### src/rtl/qpsk_symbol_scheduler.sv
// qpsk_symbol_scheduler: prepends an alternating preamble and serialises bytes into I/Q dibits on the sample clock
module qpsk_symbol_scheduler #(
  parameter int SPS = 16,
  parameter int PREAMBLE_SYMS = 8
) (
  input  logic                    clk,
  input  logic                    rst_n,
  input  logic [7:0]              in_data,
  input  logic                    in_valid,
  input  logic                    in_last,
  output logic                    in_ready,
  output logic                    i_bit,
  output logic                    q_bit,
  output logic [$clog2(SPS)-1:0]  sample_idx,
  output logic                    sym_strobe,
  output logic                    tx_active,
  output logic                    frame_done,
  output logic                    underrun
);
  localparam int SW = $clog2(SPS);
  localparam int CW = PREAMBLE_SYMS > 4 ? $clog2(PREAMBLE_SYMS) : 2;
  typedef enum logic [1:0] {IDLE, PRE, DATA} state_t;
  state_t r_state;
  logic [SW-1:0] r_samp;
  logic [CW-1:0] r_sym;
  logic [7:0] r_shift;
  logic r_last, r_done, r_under;
  logic w_sym_end, w_pre_end, w_dat_end, w_byte_bnd;
  // symbol and byte boundary detection from the counters
  always_comb begin
    w_sym_end = r_samp == SW'(SPS - 1);
    w_pre_end = r_state == PRE && r_sym == CW'(PREAMBLE_SYMS - 1);
    w_dat_end = r_state == DATA && r_sym == CW'(3);
    w_byte_bnd = w_sym_end && (w_pre_end || (w_dat_end && !r_last));
  end
  // outputs decoded from registered state only; in_ready never looks at in_valid
  always_comb begin
    in_ready = w_byte_bnd;
    tx_active = r_state != IDLE;
    sample_idx = r_samp;
    sym_strobe = tx_active && r_samp == '0;
    i_bit = r_state == PRE ? r_sym[0] : r_state == DATA && r_shift[7];
    q_bit = r_state == PRE ? r_sym[0] : r_state == DATA && r_shift[6];
    frame_done = r_done;
    underrun = r_under;
  end
  // frame sequencer: idle -> preamble -> data bytes, ending on last byte or missing byte
  always_ff @(posedge clk or negedge rst_n) begin
    if (!rst_n) begin
      r_state <= IDLE;
      r_samp <= '0;
      r_sym <= '0;
      r_shift <= '0;
      r_last <= 1'b0;
      r_done <= 1'b0;
      r_under <= 1'b0;
    end else begin
      r_done <= 1'b0;
      r_under <= 1'b0;
      if (r_state == IDLE) begin
        r_samp <= '0;
        r_sym <= '0;
        if (in_valid) r_state <= PRE;
      end else begin
        r_samp <= w_sym_end ? '0 : r_samp + 1'b1;
        if (w_sym_end) begin
          if (w_byte_bnd && in_valid) begin
            r_state <= DATA;
            r_sym <= '0;
            r_shift <= in_data;
            r_last <= in_last;
          end else if (w_byte_bnd || w_dat_end) begin
            r_state <= IDLE;
            r_under <= w_byte_bnd;
            r_done <= !w_byte_bnd;
          end else begin
            r_sym <= r_sym + 1'b1;
            r_shift <= r_state == DATA ? r_shift << 2 : r_shift;
          end
        end
      end
    end
  end
endmodule

### config.mk
export PLATFORM = sky130hd
export DESIGN_NAME = qpsk_symbol_scheduler
export DESIGN_NICKNAME = d
export VERILOG_FILES = /design/src/rtl/qpsk_symbol_scheduler.sv
export SDC_FILE = /design/constraint.sdc
export NUM_CORES = 1
export LEC_CHECK = 0
export CORE_UTILIZATION = 40
export CTS_CLUSTER_DIAMETER = 100
export DETAILED_ROUTE_END_ITERATION = 10
export PLACE_DENSITY = 0.73
export SLEW_MARGIN = 20
export SYNTH_ARGS = -nofsm -noshare
export SYNTH_HDL_FRONTEND = slang
export SYNTH_SLANG_ARGS = --single-unit
### constraint.sdc
create_clock -name clk -period 5.8 [get_ports clk]
set_input_delay 1.16 -clock clk [delete_from_list [all_inputs] [get_ports clk]]
set_output_delay 1.16 -clock clk [all_outputs]
set_load 0.05 [all_outputs]
==> results of run 1 <==
layer usage:
| layer | global-route usage (%) | share of wire (%) | vias to the layer above | wire length (um) |
|---|---|---|---|---|
| li1 | - | - | 371 | - |
| met1 | 19.80 | 46 | 371 | 908 |
| met2 | 25.30 | 49 | 19 | 968 |
| met3 | 3.279 | 4.3 | 2 | 86 |
| met4 | 7.500 | 0.86 | 0 | 17 |
| met5 | 0 | 0 | - | 0 |
where the power goes:
group / switching [W] / internal, W / leakage, nW
registers: 0.0000440 / 0.000182 / 0.252
logic: 0.000176 / 0.000144 / 0.355
clock network: 0.0000424 / 0.0000242 / 0.0138
how the worst max path moves through the flow:
stage	endpoint	depth (start not counted)
after floorplan	sym_strobe	3
after global placement	in_ready	7
after detailed placement	in_ready	7
after CTS	in_ready	7
after global routing	in_ready	7
final	in_ready	7
cells in the final DEF, fill, tap and decap left out, drive strengths merged:
cell | netlist | routed
and2 | 1 | 1
a21oi | 1 | 1
nand3b | 1 | 1
o22a | 1 | 1
xor2 | 1 | 1
nor4b | 1 | 1
nand4bb | 1 | 1
and2b | 1 | 1
nor3 | 5 | 5
o21ai | 4 | 4
nor2b | 2 | 2
nand2 | 6 | 6
nand4 | 1 | 1
and3 | 1 | 1
nor3b | 1 | 1
nand2b | 1 | 1
o211a | 1 | 1
a22oi | 1 | 1
o21a | 1 | 1
inv | 8 | 8
nor2 | 4 | 4
xnor2 | 1 | 1
clkdlybuf4s50 | 0 | 22
clkbuf | 1 | 3
dfrtp | 20 | 20
mux2 | 16 | 16
nand3 | 1 | 1
a22o | 3 | 3
a21boi | 1 | 1
ha | 5 | 5
state kept, by name, summed over array words and instances, names as in the netlist:
register,count
frame_done,1
r_last,1
r_shift,8
r_state,2
r_sym,3
sample_idx,4
underrun,1
layout make-up:
type	count	area [um2]
fillers	245	1190
multi-input cells	63	566.8
flip-flops and latches	20	500.5
repair buffers	22	220.2
well taps	30	37.54
inverters	8	30.03
clock buffers	3	22.52
cells by family (layout without fill, tap and decap cells):
logic type               count (synthesis)  after routing  share of synthesized area [%]
AO/OA/AOI/OAI                           13             13                          9.979
AND/OR/NAND/NOR                         27             27                          15.86
adder cells (fa/ha/maj)                  5              5                          5.543
multiplexers                            16             16                          17.30
buffers and inverters                   12             33                          5.432
flip-flops                              20             20                          44.35
XOR/XNOR                                 2              2                          1.552
metrics by stage:
step / area [um2] / hold WS [ps]
after global routing: 1378 / 545.8
final: 1378 / 521.9
after detailed placement: 1355 / 500.7
after global placement: 1355 / 494.5
after floorplan: 1129 / 476.6
after CTS: 1378 / 526.4
==> results.sh, run 1 <==
export IMPL_dp_hpwl_um=1473
export IMPL_tns_ps=0
export IMPL_overflow=0
export IMPL_place_congestion=0.7399
export IMPL_cts_max_level=1
export IMPL_routed_via_density=5.226
export IMPL_synth_area_leaders="dfrtp_1 (44%), mux2_2 (12%), ha_1 (5.5%), mux2_4 (5.3%), inv_1 (2.7%)"
export IMPL_cts_buffer_depth=2
export IMPL_cts_sinks=20
export IMPL_crit_arrival_ps=2380
export IMPL_design_die_area_mm2=0.003038
export IMPL_p_per_area_mw_per_mm2=444.6
export IMPL_cts_tree="done"
export IMPL_synthArstFlopShare_pct=100.0
export IMPL_syn_num_nets=112
export IMPL_clk_latency_ps=300
export IMPL_p_total_w=0.0006125
export IMPL_tightest_slew_ps=888.7
export IMPL_synth_seq_cells=20
export IMPL_crit_path_start_kind="flop"
export IMPL_synth_warnings=0
export IMPL_max_freq_mhz=282.7
export IMPL_regToRegSetupSlack_ps=3590
export IMPL_synthTopCellsByCount="dfrtp_1 (20), mux2_2 (12), inv_1 (8), nand2_1 (6)"
export IMPL_hold_depth=1
export IMPL_yosys_area_top_type="dfrtp_1"
export IMPL_cts_root_buf="clkbuf_4"
export IMPL_grt_util_all_layers_pct=15.65
export IMPL_startpoint="r_sym[0]"
export IMPL_timing_slew_headroom_pct=40.57
export IMPL_area_growth_pct=22.06
export IMPL_status="finished, final reports clean"
export IMPL_crit_fanout=5
export IMPL_final_nets=135
export IMPL_worstHoldEndpoint="r_shift[3]"
export IMPL_finalSetupViolations=0
export IMPL_chipWidth_um=55.12
export IMPL_holdCritPathClass="reg2reg"
export IMPL_drt_first_pass_iters=4
export IMPL_layout_cells_non_filler=146
export IMPL_final_hold_violation_count=0
export IMPL_path_clk_slew_ps=110
export IMPL_placed_cells=143
export IMPL_synthesis_area_mm2=0.001129
export IMPL_min_period_ps=3538
export IMPL_holdCritStartpoint="r_shift[3]"
export IMPL_worst_path_buf_inv=2
export IMPL_finish_utilization_pct=53.65
export IMPL_syn_instance_count=95
export IMPL_crit_family="buffers and inverters"
export IMPL_r2r_start="r_sym[0]"
export IMPL_fp_dieH_um=55.12
export IMPL_numCtsBuffers=3
export IMPL_cts_resized_gates=0
export IMPL_synth_most_common_cell="dfrtp_1"
export IMPL_grt_pass1_vias=750
export IMPL_ant_nets=0
export IMPL_critical_path_endpoint_type="output pin"
export IMPL_ioPinCount=23
export IMPL_routed_via_count=763
export IMPL_period_share_pct=61.00
export IMPL_synth_cell_types=33
export IMPL_synth_top_area_share_pct=44.35
export IMPL_cts_setup_buffers=0
export IMPL_io_buffers=22
export IMPL_fp_row_count=18
export IMPL_yosysSeqAreaShare_pct=44.35
export IMPL_timing_rr_end="r_shift[4]"
export IMPL_grt_pass1_wl_um=3249
export IMPL_slowest_delay_ps=790
export IMPL_timing_max_cap_violations=0
export IMPL_worstSetupPathType="reg2out"
export IMPL_drive_above_1_share_pct=21.55
export IMPL_synth_avg_cell_area_um2=11.88
export IMPL_rsz0062_at_grt="false"
export IMPL_crit_chain="ha_1 -> ha_1 -> nand4bb_4 -> nand2_1 -> nand2_1 -> inv_1 -> clkdlybuf4s50_1"
export IMPL_drc_errors=0
export IMPL_preCtsSetupSlack_ps=2589
export IMPL_fin_skew_ps=1.514
export IMPL_worstPathRequired_ps=4640
export IMPL_wl_um=1979
export IMPL_drt_iter0_markers=4
export IMPL_slowest_stage="clkdlybuf4s50_1"
export IMPL_p_leak_nw=0.6206
export IMPL_timing_final_ws_setup_ps=2262
export IMPL_synth_edf_count=0
export IMPL_drv_slew=0
export IMPL_ir_drop_mv=0.3778
export IMPL_start_util_pct=43.96
export IMPL_core_area_mm2=0.002567
export IMPL_reg2regPathDepth=6
export IMPL_routedWlPerCell_um=13.55
export IMPL_antenna_found_initial=0
export IMPL_grt_max_degree=21
export IMPL_cts_hold_buffers=0
export IMPL_diodes=0
export IMPL_synth_flop_cell="dfrtp_1"
Power figures use the tool's default switching activity.
==> run 2: changes to the inputs <==
Settings changed: PLACE_DENSITY 0.73 to 0.75.
Clock period 5.8 ns to 3.1 ns, I/O delays scaled along.
==> results.sh, run 2 (synthesis gave the netlist of run 1 again) <==
export IMPL_drt_first_pass_iters=2
export IMPL_hold_depth=1
export IMPL_reg2regPathDepth=6
export IMPL_cts_tree="done"
export IMPL_worstHoldEndpoint="r_shift[2]"
export IMPL_worstSetupPathType="reg2out"
export IMPL_p_sw_share_pct=42.17
export IMPL_period_share_pct=89.29
export IMPL_chipWidth_um=55.12
export IMPL_status="finished, final reports clean"
export IMPL_tightest_slew_ps=893.7
export IMPL_layout_commonest_cell="clkdlybuf4s50_1"
export IMPL_cts_sinks=20
export IMPL_p_per_area_mw_per_mm2=843.6
export IMPL_largest_register="r_shift"
export IMPL_area_growth_pct=23.50
export IMPL_critical_path_endpoint_type="output pin"
export IMPL_grt_pass1_vias=770
export IMPL_cts_buffer_depth=2
export IMPL_timing_rr_end="r_shift[3]"
export IMPL_max_freq_mhz=361.3
export IMPL_grt_max_degree=21
export IMPL_overflow=0
export IMPL_mostFrequentLayoutCells="clkdlybuf4s50_1 (21), dfrtp_1 (20), mux2_2 (12), inv_1 (8), nand2_1 (6)"
export IMPL_routed_via_count=773
export IMPL_ioPinCount=23
export IMPL_rsz0062_at_grt="false"
export IMPL_dp_hpwl_um=1531
export IMPL_p_leak_nw=0.6466
export IMPL_routed_via_density=5.259
export IMPL_ir_drop_mv=0.5657
export IMPL_drv_slew=0
export IMPL_cts_max_level=1
export IMPL_final_nets=135
export IMPL_r2r_start="r_sym[0]"
export IMPL_timing_max_cap_violations=0
export IMPL_internal_power_w=0.0006800
export IMPL_drt_iter0_markers=1
export IMPL_crit_path_start_kind="flop"
export IMPL_wl_um=2038
export IMPL_largest_reg_flops=8
export IMPL_min_period_ps=2768
export IMPL_holdCritStartpoint="r_shift[2]"
export IMPL_p_total_w=0.001176
export IMPL_whs_ps=515.5
export IMPL_worstPathRequired_ps=2480
export IMPL_diodes=0
export IMPL_clkPwrFrac_pct=12.7
export IMPL_routedWlPerCell_um=13.86
export IMPL_grt_util_all_layers_pct=16.44
export IMPL_seqPwrFrac_pct=35.9
export IMPL_crit_arrival_ps=2150
export IMPL_fp_dieH_um=55.12
export IMPL_core_area_mm2=0.002567
export IMPL_fin_skew_ps=2.053
export IMPL_tns_ps=0
export IMPL_clk_latency_ps=290
export IMPL_path_clk_slew_ps=110
export IMPL_crit_fanout=10
export IMPL_slowest_delay_ps=850
export IMPL_timing_slew_headroom_pct=40.23
export IMPL_crit_chain="nor2_2 -> nor4b_1 -> clkdlybuf4s50_1"
export IMPL_netSwitchingPower_w=0.0004959
export IMPL_drive_above_1_share_pct=22.22
export IMPL_regToRegSetupSlack_ps=820
export IMPL_io_buffers=22
export IMPL_ant_nets=0
export IMPL_grt_pass1_wl_um=3415
export IMPL_antenna_found_initial=0
export IMPL_finalSetupViolations=0
export IMPL_cts_root_buf="clkbuf_4"
export IMPL_fp_row_count=18
export IMPL_place_congestion=0.8042
export IMPL_startpoint="r_state[0]"
export IMPL_start_util_pct=43.96
export IMPL_numCtsBuffers=3
export IMPL_final_hold_violation_count=0
export IMPL_design_die_area_mm2=0.003038
export IMPL_holdCritPathClass="reg2reg"
export IMPL_slowest_stage="clkdlybuf4s50_1"
export IMPL_cts_setup_buffers=0
export IMPL_drc_errors=0
export IMPL_power_share_combinational_pct=51.3
export IMPL_fillers=247
run 2: power by group through the flow:
stage               combinational, W  clock (W)  sequential (W)
global route                0.000663   0.000167        0.000439
global placement            0.000596          0        0.000422
finish                      0.000604   0.000150        0.000422
CTS                         0.000610   0.000156        0.000424
detailed placement          0.000607          0        0.000429
floorplan                   0.000392          0        0.000488
run 2: worst max-delay path: cells and delay by family, from the launching register on:
kind / cells / cell delay (ps)
buffers and inverters: 1 / 850
DFF: 1 / 560
and+or+nand+nor: 2 / 440
run 2: what timing repair did:
item                                    in CTS  in global routing
endpoints found under the setup margin       0                  1
hold buffers                                 0                  0
resized for setup                            0                  1
run 2: cell type report:
| class | count | area [um2] | share of cell area, % |
|---|---|---|---|
| Multi-Input combinational cell | 63 | 566.8 | 40.66 |
| Timing Repair Buffer | 22 | 222.7 | 15.98 |
| Inverter | 8 | 30.03 | 2.154 |
| Sequential cell | 20 | 500.5 | 35.91 |
| Tap cell | 30 | 37.54 | 2.693 |
| Clock buffer | 4 | 36.28 | 2.603 |
run 2: how the worst max path moves through the flow:
stage / slack [ps] / cells past startpoint / end
floorplan: 50 / 3 / sym_strobe
global placement: 470 / 7 / in_ready
detailed placement: 410 / 7 / in_ready
CTS: 50 / 7 / in_ready
global route: 200 / 3 / sym_strobe
finish: 330 / 3 / sym_strobe
run 2: per-layer routing:
metal / global-route usage, % / wire, um
met1: 19.90 / 911
met2: 28.31 / 1037
met3: 3.279 / 74
met4: 6.667 / 15
met5: 0 / 0
run 2: per-stage QoR:
step                      setup WS (ps)  cells  cell area, um2  utilization (%)
after floorplan                   50.38     95            1129                -
after global placement            471.1    143            1355            52.78
after detailed placement          407.3    143            1355            52.78
after CTS                         51.77    147            1391            54.19
after global routing              195.2    147            1394            54.29
final                             332.1    147            1394            54.29
